<file path="src/rtl/pll_reset_sequencer_pkg.sv">
// Shared types for the PLL reset sequencer: state encoding and counter-width helper.
package pll_seq_pkg;

  localparam int STATE_W = 3;

  typedef enum logic [STATE_W-1:0] {
    S_RESET  = 3'd0,
    S_WAIT   = 3'd1,
    S_STABLE = 3'd2,
    S_RUN    = 3'd3,
    S_FAULT  = 3'd4
  } pll_seq_state_t;

  // Bits needed to hold 0..n-1, never less than one bit.
  function automatic int cnt_w(input int n);
    return (n < 2) ? 1 : $clog2(n);
  endfunction

endpackage

</file>
<file path="src/rtl/pll_reset_sequencer_sync_bit.sv">
// N-stage single-bit synchroniser with asynchronous clear; output is the last stage.
module sync_bit #(
  parameter int N = 2
) (
  input  logic clk_i,
  input  logic rst_i,
  input  logic d_i,
  output logic q_o
);

  logic [N-1:0] sync_q;

  always_ff @(posedge clk_i or posedge rst_i) begin
    if (rst_i) begin
      sync_q <= '0;
    end else begin
      sync_q <= {sync_q[N-2:0], d_i};
    end
  end

  assign q_o = sync_q[N-1];

endmodule

</file>
<file path="src/rtl/pll_reset_sequencer.sv">
// Sequences the pixel-clock PLL reset from the reference clock and releases sys_rst after stable lock.
// Optional: define PLL_LOSS_COUNTER_EN to add the saturating 8-bit loss_count output.
module pll_reset_sequencer
  import pll_seq_pkg::*;
#(
  parameter int RESET_CYCLES  = 16,
  parameter int LOCK_TIMEOUT  = 50000,
  parameter int STABLE_CYCLES = 1024,
  parameter int MAX_RETRIES   = 3,
  parameter int SYNC_STAGES   = 2
) (
  input  logic                               inclk0,
  input  logic                               areset,
  input  logic                               pll_locked,
  input  logic                               retry,
  output logic                               pll_areset,
  output logic                               sys_rst,
  output logic                               ready,
  output logic                               fault,
  output logic [$clog2(MAX_RETRIES+1)-1:0]   retry_count,
`ifdef PLL_LOSS_COUNTER_EN
  output logic [7:0]                         loss_count,
`endif
  output logic [STATE_W-1:0]                 state_dbg
);

  localparam int RST_W  = cnt_w(RESET_CYCLES);
  localparam int TMR_W  = cnt_w(LOCK_TIMEOUT);
  localparam int STAB_W = cnt_w(STABLE_CYCLES);
  localparam int RC_W   = $clog2(MAX_RETRIES + 1);

  localparam logic [RST_W-1:0]  RST_LAST  = RST_W'(RESET_CYCLES - 1);
  localparam logic [TMR_W-1:0]  TMR_LAST  = TMR_W'(LOCK_TIMEOUT - 1);
  localparam logic [STAB_W-1:0] STAB_LAST = STAB_W'(STABLE_CYCLES - 1);
  localparam logic [RC_W-1:0]   RC_MAX    = RC_W'(MAX_RETRIES);

  pll_seq_state_t    state_q, state_d;
  logic [RST_W-1:0]  rst_cnt_q, rst_cnt_d;
  logic [TMR_W-1:0]  tmr_q, tmr_d;
  logic [STAB_W-1:0] stab_q, stab_d;
  logic [RC_W-1:0]   rc_q, rc_d;
  logic [RC_W-1:0]   rc_inc;
  logic              timeout;
  logic              locked_s;
  logic              pll_areset_q, sys_rst_q, ready_q, fault_q;

  sync_bit #(
    .N (SYNC_STAGES)
  ) u_lock_sync (
    .clk_i (inclk0),
    .rst_i (areset),
    .d_i   (pll_locked),
    .q_o   (locked_s)
  );

  always_comb begin
    state_d   = state_q;
    rst_cnt_d = rst_cnt_q;
    tmr_d     = tmr_q;
    stab_d    = stab_q;
    rc_d      = rc_q;
    rc_inc    = rc_q + RC_W'(1);
    timeout   = (tmr_q == TMR_LAST);

    case (state_q)
      S_RESET: begin
        if (rst_cnt_q == RST_LAST) begin
          state_d   = S_WAIT;
          rst_cnt_d = '0;
          tmr_d     = '0;
        end else begin
          rst_cnt_d = rst_cnt_q + RST_W'(1);
        end
      end

      S_WAIT: begin
        tmr_d = timeout ? '0 : tmr_q + TMR_W'(1);
        if (timeout) begin
          rc_d      = rc_inc;
          state_d   = (rc_inc == RC_MAX) ? S_FAULT : S_RESET;
          rst_cnt_d = '0;
        end else if (locked_s) begin
          state_d = S_STABLE;
          stab_d  = '0;
        end
      end

      // Timer keeps running here so a flapping lock cannot stretch the attempt;
      // completing stability on the timeout cycle still counts as success.
      S_STABLE: begin
        tmr_d = timeout ? '0 : tmr_q + TMR_W'(1);
        if (locked_s && (stab_q == STAB_LAST)) begin
          state_d = S_RUN;
          rc_d    = '0;
          stab_d  = '0;
        end else if (timeout) begin
          rc_d      = rc_inc;
          state_d   = (rc_inc == RC_MAX) ? S_FAULT : S_RESET;
          rst_cnt_d = '0;
        end else if (!locked_s) begin
          state_d = S_WAIT;
        end else begin
          stab_d = stab_q + STAB_W'(1);
        end
      end

      S_RUN: begin
        if (!locked_s) begin
          state_d   = S_RESET;
          rst_cnt_d = '0;
        end
      end

      S_FAULT: begin
        if (retry) begin
          state_d   = S_RESET;
          rst_cnt_d = '0;
          rc_d      = '0;
        end
      end

      default: begin
        state_d   = S_RESET;
        rst_cnt_d = '0;
      end
    endcase
  end

  always_ff @(posedge inclk0 or posedge areset) begin
    if (areset) begin
      state_q   <= S_RESET;
      rst_cnt_q <= '0;
      tmr_q     <= '0;
      stab_q    <= '0;
      rc_q      <= '0;
    end else begin
      state_q   <= state_d;
      rst_cnt_q <= rst_cnt_d;
      tmr_q     <= tmr_d;
      stab_q    <= stab_d;
      rc_q      <= rc_d;
    end
  end

  // Outputs decode the next state so they move on the same edge as the state register.
  always_ff @(posedge inclk0 or posedge areset) begin
    if (areset) begin
      pll_areset_q <= 1'b1;
      sys_rst_q    <= 1'b1;
      ready_q      <= 1'b0;
      fault_q      <= 1'b0;
    end else begin
      pll_areset_q <= (state_d == S_RESET) || (state_d == S_FAULT);
      sys_rst_q    <= (state_d != S_RUN);
      ready_q      <= (state_d == S_RUN);
      fault_q      <= (state_d == S_FAULT);
    end
  end

`ifdef PLL_LOSS_COUNTER_EN
  logic [7:0] loss_q;

  always_ff @(posedge inclk0 or posedge areset) begin
    if (areset) begin
      loss_q <= '0;
    end else if ((state_q == S_RUN) && (state_d == S_RESET) && (loss_q != 8'hFF)) begin
      loss_q <= loss_q + 8'd1;
    end
  end

  assign loss_count = loss_q;
`endif

  assign pll_areset  = pll_areset_q;
  assign sys_rst     = sys_rst_q;
  assign ready       = ready_q;
  assign fault       = fault_q;
  assign retry_count = rc_q;
  assign state_dbg   = state_q;

endmodule

</file>
<file path="config.mk">
export PLATFORM = sky130hd
export DESIGN_NAME = pll_reset_sequencer
export DESIGN_NICKNAME = d
export VERILOG_FILES = /design/src/rtl/pll_reset_sequencer_pkg.sv /design/src/rtl/pll_reset_sequencer_sync_bit.sv /design/src/rtl/pll_reset_sequencer.sv
export SDC_FILE = /design/constraint.sdc
export NUM_CORES = 1
export LEC_CHECK = 0
export BUFFER_PORTS_ARGS = -buffer_cell sky130_fd_sc_hd__buf_4
export CAP_MARGIN = 20
export CORE_ASPECT_RATIO = 0.9
export CORE_MARGIN = 3
export CORE_UTILIZATION = 50
export DETAILED_ROUTE_END_ITERATION = 10
export PLACE_DENSITY = 0.71
export SKIP_LAST_GASP = 1
export SLEW_MARGIN = 40
export SYNTH_ARGS = -nofsm -noshare
export SYNTH_HDL_FRONTEND = slang
export SYNTH_SLANG_ARGS = --single-unit
export TNS_END_PERCENT = 20
</file>
<file path="constraint.sdc">
create_clock -name inclk0 -period 2.39 [get_ports inclk0]
set_input_delay 0.3585 -clock inclk0 [delete_from_list [all_inputs] [get_ports inclk0]]
set_output_delay 0.3585 -clock inclk0 [all_outputs]
set_load 0.02 [all_outputs]
</file>
==> results of run 1 <==
worst max-delay path by stage:
stage                 start      endpoint  slack (ps)  cells after the start
4_1_cts            tmr_q[5]     stab_q[7]         230                      6
6_report           tmr_q[5]     stab_q[5]         230                      6
2_1_floorplan      tmr_q[5]  rst_cnt_q[2]         440                      5
5_1_grt        rst_cnt_q[0]     tmr_q[11]          90                      6
3_3_place_gp       tmr_q[5]     stab_q[7]         310                      6
3_5_place_dp       tmr_q[5]     stab_q[9]         240                      6
critical path: cells and delay by family (launching register included):
| family | cells | cell delay (ps) |
|---|---|---|
| AND/OR/NAND/NOR | 3 | 1110 |
| AO/OA/AOI/OAI | 2 | 300 |
| flip-flops | 1 | 430 |
| buffers and inverters | 1 | 240 |
state kept, by name, indices dropped and copies added (netlist names):
| register | flops |
|---|---|
| retry_count | 2 |
| stab_q | 10 |
| tmr_q | 16 |
| state_dbg | 3 |
| fault | 1 |
| pll_areset | 1 |
| sys_rst | 1 |
| ready | 1 |
| u_lock_sync.sync_q | 2 |
| rst_cnt_q | 4 |
cell families after synthesis:
kind of cell	after synthesis	synth area share [%]
flip-flops	41	46.4
multiplexers	2	0.902
adder cells (fa/ha/maj)	4	2.26
AO/OA/AOI/OAI	47	14.9
AND/OR/NAND/NOR	102	27.1
XOR/XNOR	13	5.13
buffers and inverters	17	3.33
layer usage:
metal	up-vias	share of wire, %	GRT usage (%)
li1	855	-	-
met1	833	51	26.9
met2	16	46	27.4
met3	2	2.3	3.51
met4	0	0.40	3.02
met5	-	0	0
power groups by stage:
stage | Sequential (mW) | Combinational [mW] | Clock, mW
global route | 0.955 | 0.971 | 0.625
global placement | 0.947 | 0.838 | 0
floorplan | 0.925 | 0.636 | 0
detailed placement | 0.948 | 0.859 | 0
CTS | 0.937 | 0.872 | 0.590
finish | 0.941 | 0.863 | 0.578
cell type report:
| type | count | area [µm²] |
|---|---|---|
| fill | 364 | 1660 |
| multi-input combinational | 168 | 1120 |
| sequential | 41 | 1030 |
| timing repair buffer | 19 | 143 |
| clock buffer | 7 | 86.3 |
| tap | 60 | 75.1 |
| inverter | 11 | 41.3 |
| clock inverter | 1 | 30.0 |
layout by cell type, fill, tap and decap left out, drive strengths merged, types with 7 or more instances in the layout:
cell	n
nor3	8
nand3	13
a21oi	11
buf	19
nand2	18
dfrtp	39
nand4	7
nor2	20
o21ai	13
xor2	9
clkbuf	7
inv	11
through the flow:
step / setup WS [ps] / total power [mW]
final: 228 / 2.38
after global routing: 85.0 / 2.55
after CTS: 227 / 2.40
after detailed placement: 242 / 1.81
after global placement: 306 / 1.79
after floorplan: 436 / 1.56
==> results_dict.tcl, run 1 <==
set metrics [dict create \
    async_reset_ff_share_pct 100 \
    rsz0062_at_grt "false" \
    grt_pass1_vias 1630 \
    utilization_pct 60.2 \
    synthTopCellsByCount "dfrtp_1 (39), nor2_1 (20), nand2_1 (18), nand3_1 (13), inv_1 (11)" \
    ys_seq_elements 41 \
    slew_viol_final 0 \
    min_period_ps 2160 \
    cts_tree "yes" \
    min_path_type "input pin to flip-flop" \
    required_ps 2610 \
    crit_slowest_cell "or4_4" \
    wirelength_mm 4.50 \
    finalCritPeriodShare_pct 90.5 \
    power_leakage_nw 1.12 \
    root_buffer "clkbuf_8" \
    syn_to_final_growth_pct 13.6 \
    place_area_um2 2400 \
    setup-violations-final 0 \
    reg2reg_to "stab_q[5]" \
    p_switching_mw 0.905 \
    design_area_um2 2520 \
    grt_max_degree 42 \
    die_height_um 69.2 \
    vdd_drop_max_mv 0.777 \
    synth_ff_type "dfrtp_1" \
    crit_path_cell_trace "or4_4 -> nor4_4 -> buf_4 -> nor3b_4 -> a21oi_2 -> a31oi_1" \
    comb_power_share_pct 36.2 \
    worst_clock_skew_ps 5.59 \
    finalSetupTns_ps 0 \
    dr.pass1.iters 4 \
    grt_antenna_before_repair 0 \
    dp.cells 299 \
    dieArea_um2 5270 \
    maxCapViolations 0 \
    ys.warnings.count 0 \
    min_to "u_lock_sync.sync_q[0]" \
    grtUsageTotal_pct 18.0 \
    max_stage_delay_ps 560 \
    grt.overflow.total 0 \
    dp_hpwl_mm 3.10 \
    synth_area_leader_cell "dfrtp_1" \
    whs_ps 172 \
    synth_top_area_share_pct 44.0 \
    seqPwrFrac_pct 39.5 \
    antenna_left 0 \
    syn_nets 234 \
    place.port_buffers 12 \
    clkTransAtPathRegs_ps 80 \
    worst-r2r-cell-count 6 \
    vias_per_cell 5.56 \
    ys_seq_area_share_pct 46.4 \
    core.rowCount 22 \
    core-area_um2 4180 \
    drc 0 \
    drive_above_1_share_pct 15.8 \
    layout.cells.non_filler 307 \
    hp-start "pll_locked" \
    h-tree-depth 2 \
    ff2ff_setup_slack_ps 230 \
    syn_area_um2 2220 \
    vias 1706 \
    start_util_pct 53.0 \
    synth_edf_count 0 \
    postCtsHoldBufs 0 \
    status "complete, no violations" \
    fmax_ghz 0.462 \
    nets 254 \
    p_per_area_nw_per_um2 945 \
    p_int_mw 1.48 \
    first_iter_violations 89 \
    io_pins 13 \
    cts.sinks 41 \
    hold_viol 0 \
    slew_headroom_pct 51.8 \
    grt_pass1_wl_mm 7.91 \
    worstMarginPinSlew_ps 717 \
    diodes 0 \
    post-synth-top-count-cell "dfrtp_1" \
    die_w_um 76.2 \
    avgRoutedWirePerCell_um 14.7 \
    numCtsBuffers 5 \
    cp-start-kind "flip-flop" \
    place.gp.congestion 0.829 \
    cts-resized-gates 0 \
    clockPowerShare_pct 24.3 \
    crit_arrival_ps 2380 \
    min_path_cells 1 \
    path_max_fanout 12 \
    synthDistinctLibCells 54 \
    synth.area.top_cells "dfrtp_1 (44%), xor2_1 (3.6%), nor2_1 (3.4%)" \
    synth.avg_cell_area_um2 9.82 \
    netlist_instances 226 \
    insertion_delay_ps 290 \
    post-cts-setup-buffers 0 \
    cp-end-kind "flip-flop" \
    p_sw_share_pct 38.0 \
    r2r_start "tmr_q[5]" \
    cts_max_path_buffers 2 \
    critical_path_class "flip-flop to flip-flop" \
]
Power figures use the tool's default switching activity.
==> run 2: changes to the inputs <==
- ABC_AREA: unset -> 1
- PLACE_DENSITY: 0.71 -> 0.7
- TNS_END_PERCENT: 20 -> 10
==> results_dict.tcl, run 2 <==
set metrics [dict create \
    slew_viol_final 0 \
    drive_above_1_share_pct 15.0 \
    rsz0062_at_grt "false" \
    synthDistinctLibCells 33 \
    grt_antenna_before_repair 0 \
    finalSetupTns_ps 0 \
    dp_hpwl_mm 3.86 \
    design_area_um2 2710 \
    synth.area.top_cells "dfrtp_1 (39%), nand2_1 (13%), nand3_1 (6.9%)" \
    nets 354 \
    cts_tree "yes" \
    finalCritPeriodShare_pct 74.0 \
    insertion_delay_ps 290 \
    synth.avg_cell_area_um2 7.50 \
    hold_viol 0 \
    crit_family "simple AND/OR/NAND/NOR gates" \
    post-place-ws_ps 661 \
    utilization_pct 58.8 \
    ys.warnings.count 0 \
    root_buffer "clkbuf_8" \
    p_int_mw 1.26 \
    netlist_instances 330 \
    largest_register_ff_count 16 \
    fillers 452 \
    clockPowerShare_pct 20.8 \
    vias 2127 \
    start_util_pct 53.7 \
    min_path_type "input pin to flip-flop" \
    io_pins 13 \
    vdd_drop_max_mv 0.576 \
    cpMostUsedCell "nand2_1" \
    grt_max_degree 42 \
    numCtsBuffers 5 \
    cp-start-kind "flip-flop" \
    min_period_ps 1770 \
    place_area_um2 2630 \
    drc 0 \
    grtUsageTotal_pct 20.0 \
    diodes 0 \
    core-area_um2 4600 \
    syn_area_um2 2470 \
    fin_ws_ps 622 \
    vias_per_cell 5.20 \
    synth_top_area_share_pct 39.5 \
    post-cts-setup-buffers 0 \
    grt_pass1_wl_mm 9.18 \
    power_leakage_nw 1.32 \
    worst_clock_skew_ps 4.31 \
    dr.pass1.iters 5 \
    syn_nets 338 \
    avgRoutedWirePerCell_um 12.7 \
    fmax_ghz 0.566 \
    setup-violations-final 0 \
    dieArea_um2 5830 \
    synth_ff_type "dfrtp_1" \
    seqPwrFrac_pct 42.4 \
    final_cell_mix "nand2_1 (88), nor2_1 (39), dfrtp_1 (39)" \
    place.port_buffers 12 \
    required_ps 2570 \
    cts-resized-gates 0 \
    cp_num_buf_inv 1 \
    synthTopCellsByCount "nand2_1 (88), dfrtp_1 (39), nor2_1 (39), inv_1 (37), nand3_1 (34)" \
    cts.sinks 41 \
    reg_top3 "tmr_q x16, stab_q x10, rst_cnt_q x4" \
    syn_to_final_growth_pct 9.51 \
    crit_path_cell_trace "ha_1 -> nand2_1 -> inv_1 -> nand2_1 -> nor2_1 -> nand2_2 -> nand2_2 -> nand2_1 -> o21ai_0 -> nand2_1" \
    die_height_um 72.7 \
    synth_area_leader_cell "dfrtp_1" \
    ys_seq_area_share_pct 41.6 \
    wirelength_mm 5.18 \
    final_common_cell "nand2_1" \
    grt.overflow.total 0 \
    slew_headroom_pct 65.4 \
    async_reset_ff_share_pct 100 \
    comb_power_share_pct 36.7 \
    maxCapViolations 0 \
    critical_path_class "flip-flop to flip-flop" \
    path_max_fanout 6 \
    whs_ps 176 \
    synth_edf_count 0 \
    ys_seq_elements 41 \
    postCtsHoldBufs 0 \
    worstMarginPinSlew_ps 518 \
    status "complete, no violations" \
    cp-end-kind "flip-flop" \
    first_iter_violations 144 \
    core.rowCount 23 \
    antenna_left 0 \
    die_w_um 80.1 \
    crit_slowest_cell "dfrtp_1" \
    clkTransAtPathRegs_ps 80 \
    p_switching_mw 0.865 \
    top_register "tmr_q" \
    grt_pass1_vias 2002 \
    p_per_area_nw_per_um2 785 \
    cts_max_path_buffers 2 \
    max_stage_delay_ps 430 \
    p_sw_share_pct 40.7 \
    post-synth-top-count-cell "nand2_1" \
    crit_arrival_ps 1950 \
    place.gp.congestion 0.859 \
    h-tree-depth 2 \
]
[run 2: cell types whose count changed after synthesis, sizes merged, moves of 4 or more]
cell	change
nand2b	-6
a31oi	-5
nor4	-5
inv	+32
xnor2	-4
nor2	+25
and3	-5
nand4	+8
nand2	+80
a21oi	-4
nand3	+24
xor2	-4
[run 2: layout make-up]
class / count / area [µm²] / area share (%)
Multi-Input combinational cell: 242 / 1260 / 46.5
Sequential cell: 41 / 1030 / 38.0
Inverter: 43 / 164 / 6.05
Timing Repair Buffer: 13 / 97.6 / 3.60
Tap cell: 62 / 77.6 / 2.86
Clock buffer: 6 / 72.6 / 2.68
Clock inverter: 2 / 10.0 / 0.370
[run 2: logic make-up after synthesis]
family / after synthesis / share of synthesized area (%)
compound gates: 27 / 6.78
xor+xnor: 5 / 1.77
fa+ha+maj: 4 / 2.02
buf+inv: 47 / 7.54
flops: 41 / 41.6
simple gates: 206 / 40.3
[run 2: final timing paths]
| check | start | endpoint | slack, ps | depth (start not counted) |
|---|---|---|---|---|
| max | tmr_q[0] | rst_cnt_q[2] | 620 | 10 |
| min | pll_locked | u_lock_sync.sync_q[0] | 180 | 1 |
| max reg2reg | tmr_q[0] | rst_cnt_q[2] | 620 | 10 |
| min reg2reg | u_lock_sync.sync_q[0] | u_lock_sync.sync_q[1] | 350 | 0 |
| max in group asynchronous | areset | sys_rst | 1820 | 3 |
| min in group asynchronous | areset | stab_q[7] | 190 | 3 |
[run 2: through the flow]
stage | cells | power, mW
after floorplan | 330 | 1.52
after global placement | 401 | 1.69
after detailed placement | 401 | 1.70
after CTS | 409 | 2.15
after global routing | 409 | 2.31
final | 409 | 2.13
[run 2: metal layers]
metal | global-route usage, % | vias to the layer above | share of wire [%]
met5 | 0 | - | 0
met1 | 30.3 | 984 | 53
met4 | 5.07 | 0 | 0.77
met2 | 29.6 | 42 | 43
met3 | 3.70 | 4 | 3.5
li1 | - | 1097 | -
[run 2: power by group through the flow]
| stage | Clock (mW) | Sequential (mW) | Combinational (mW) |
|---|---|---|---|
| CTS | 0.462 | 0.900 | 0.790 |
| finish | 0.443 | 0.902 | 0.781 |
| floorplan | 0 | 0.923 | 0.597 |
| detailed placement | 0 | 0.913 | 0.789 |
| global placement | 0 | 0.908 | 0.778 |
| global route | 0.492 | 0.918 | 0.898 |
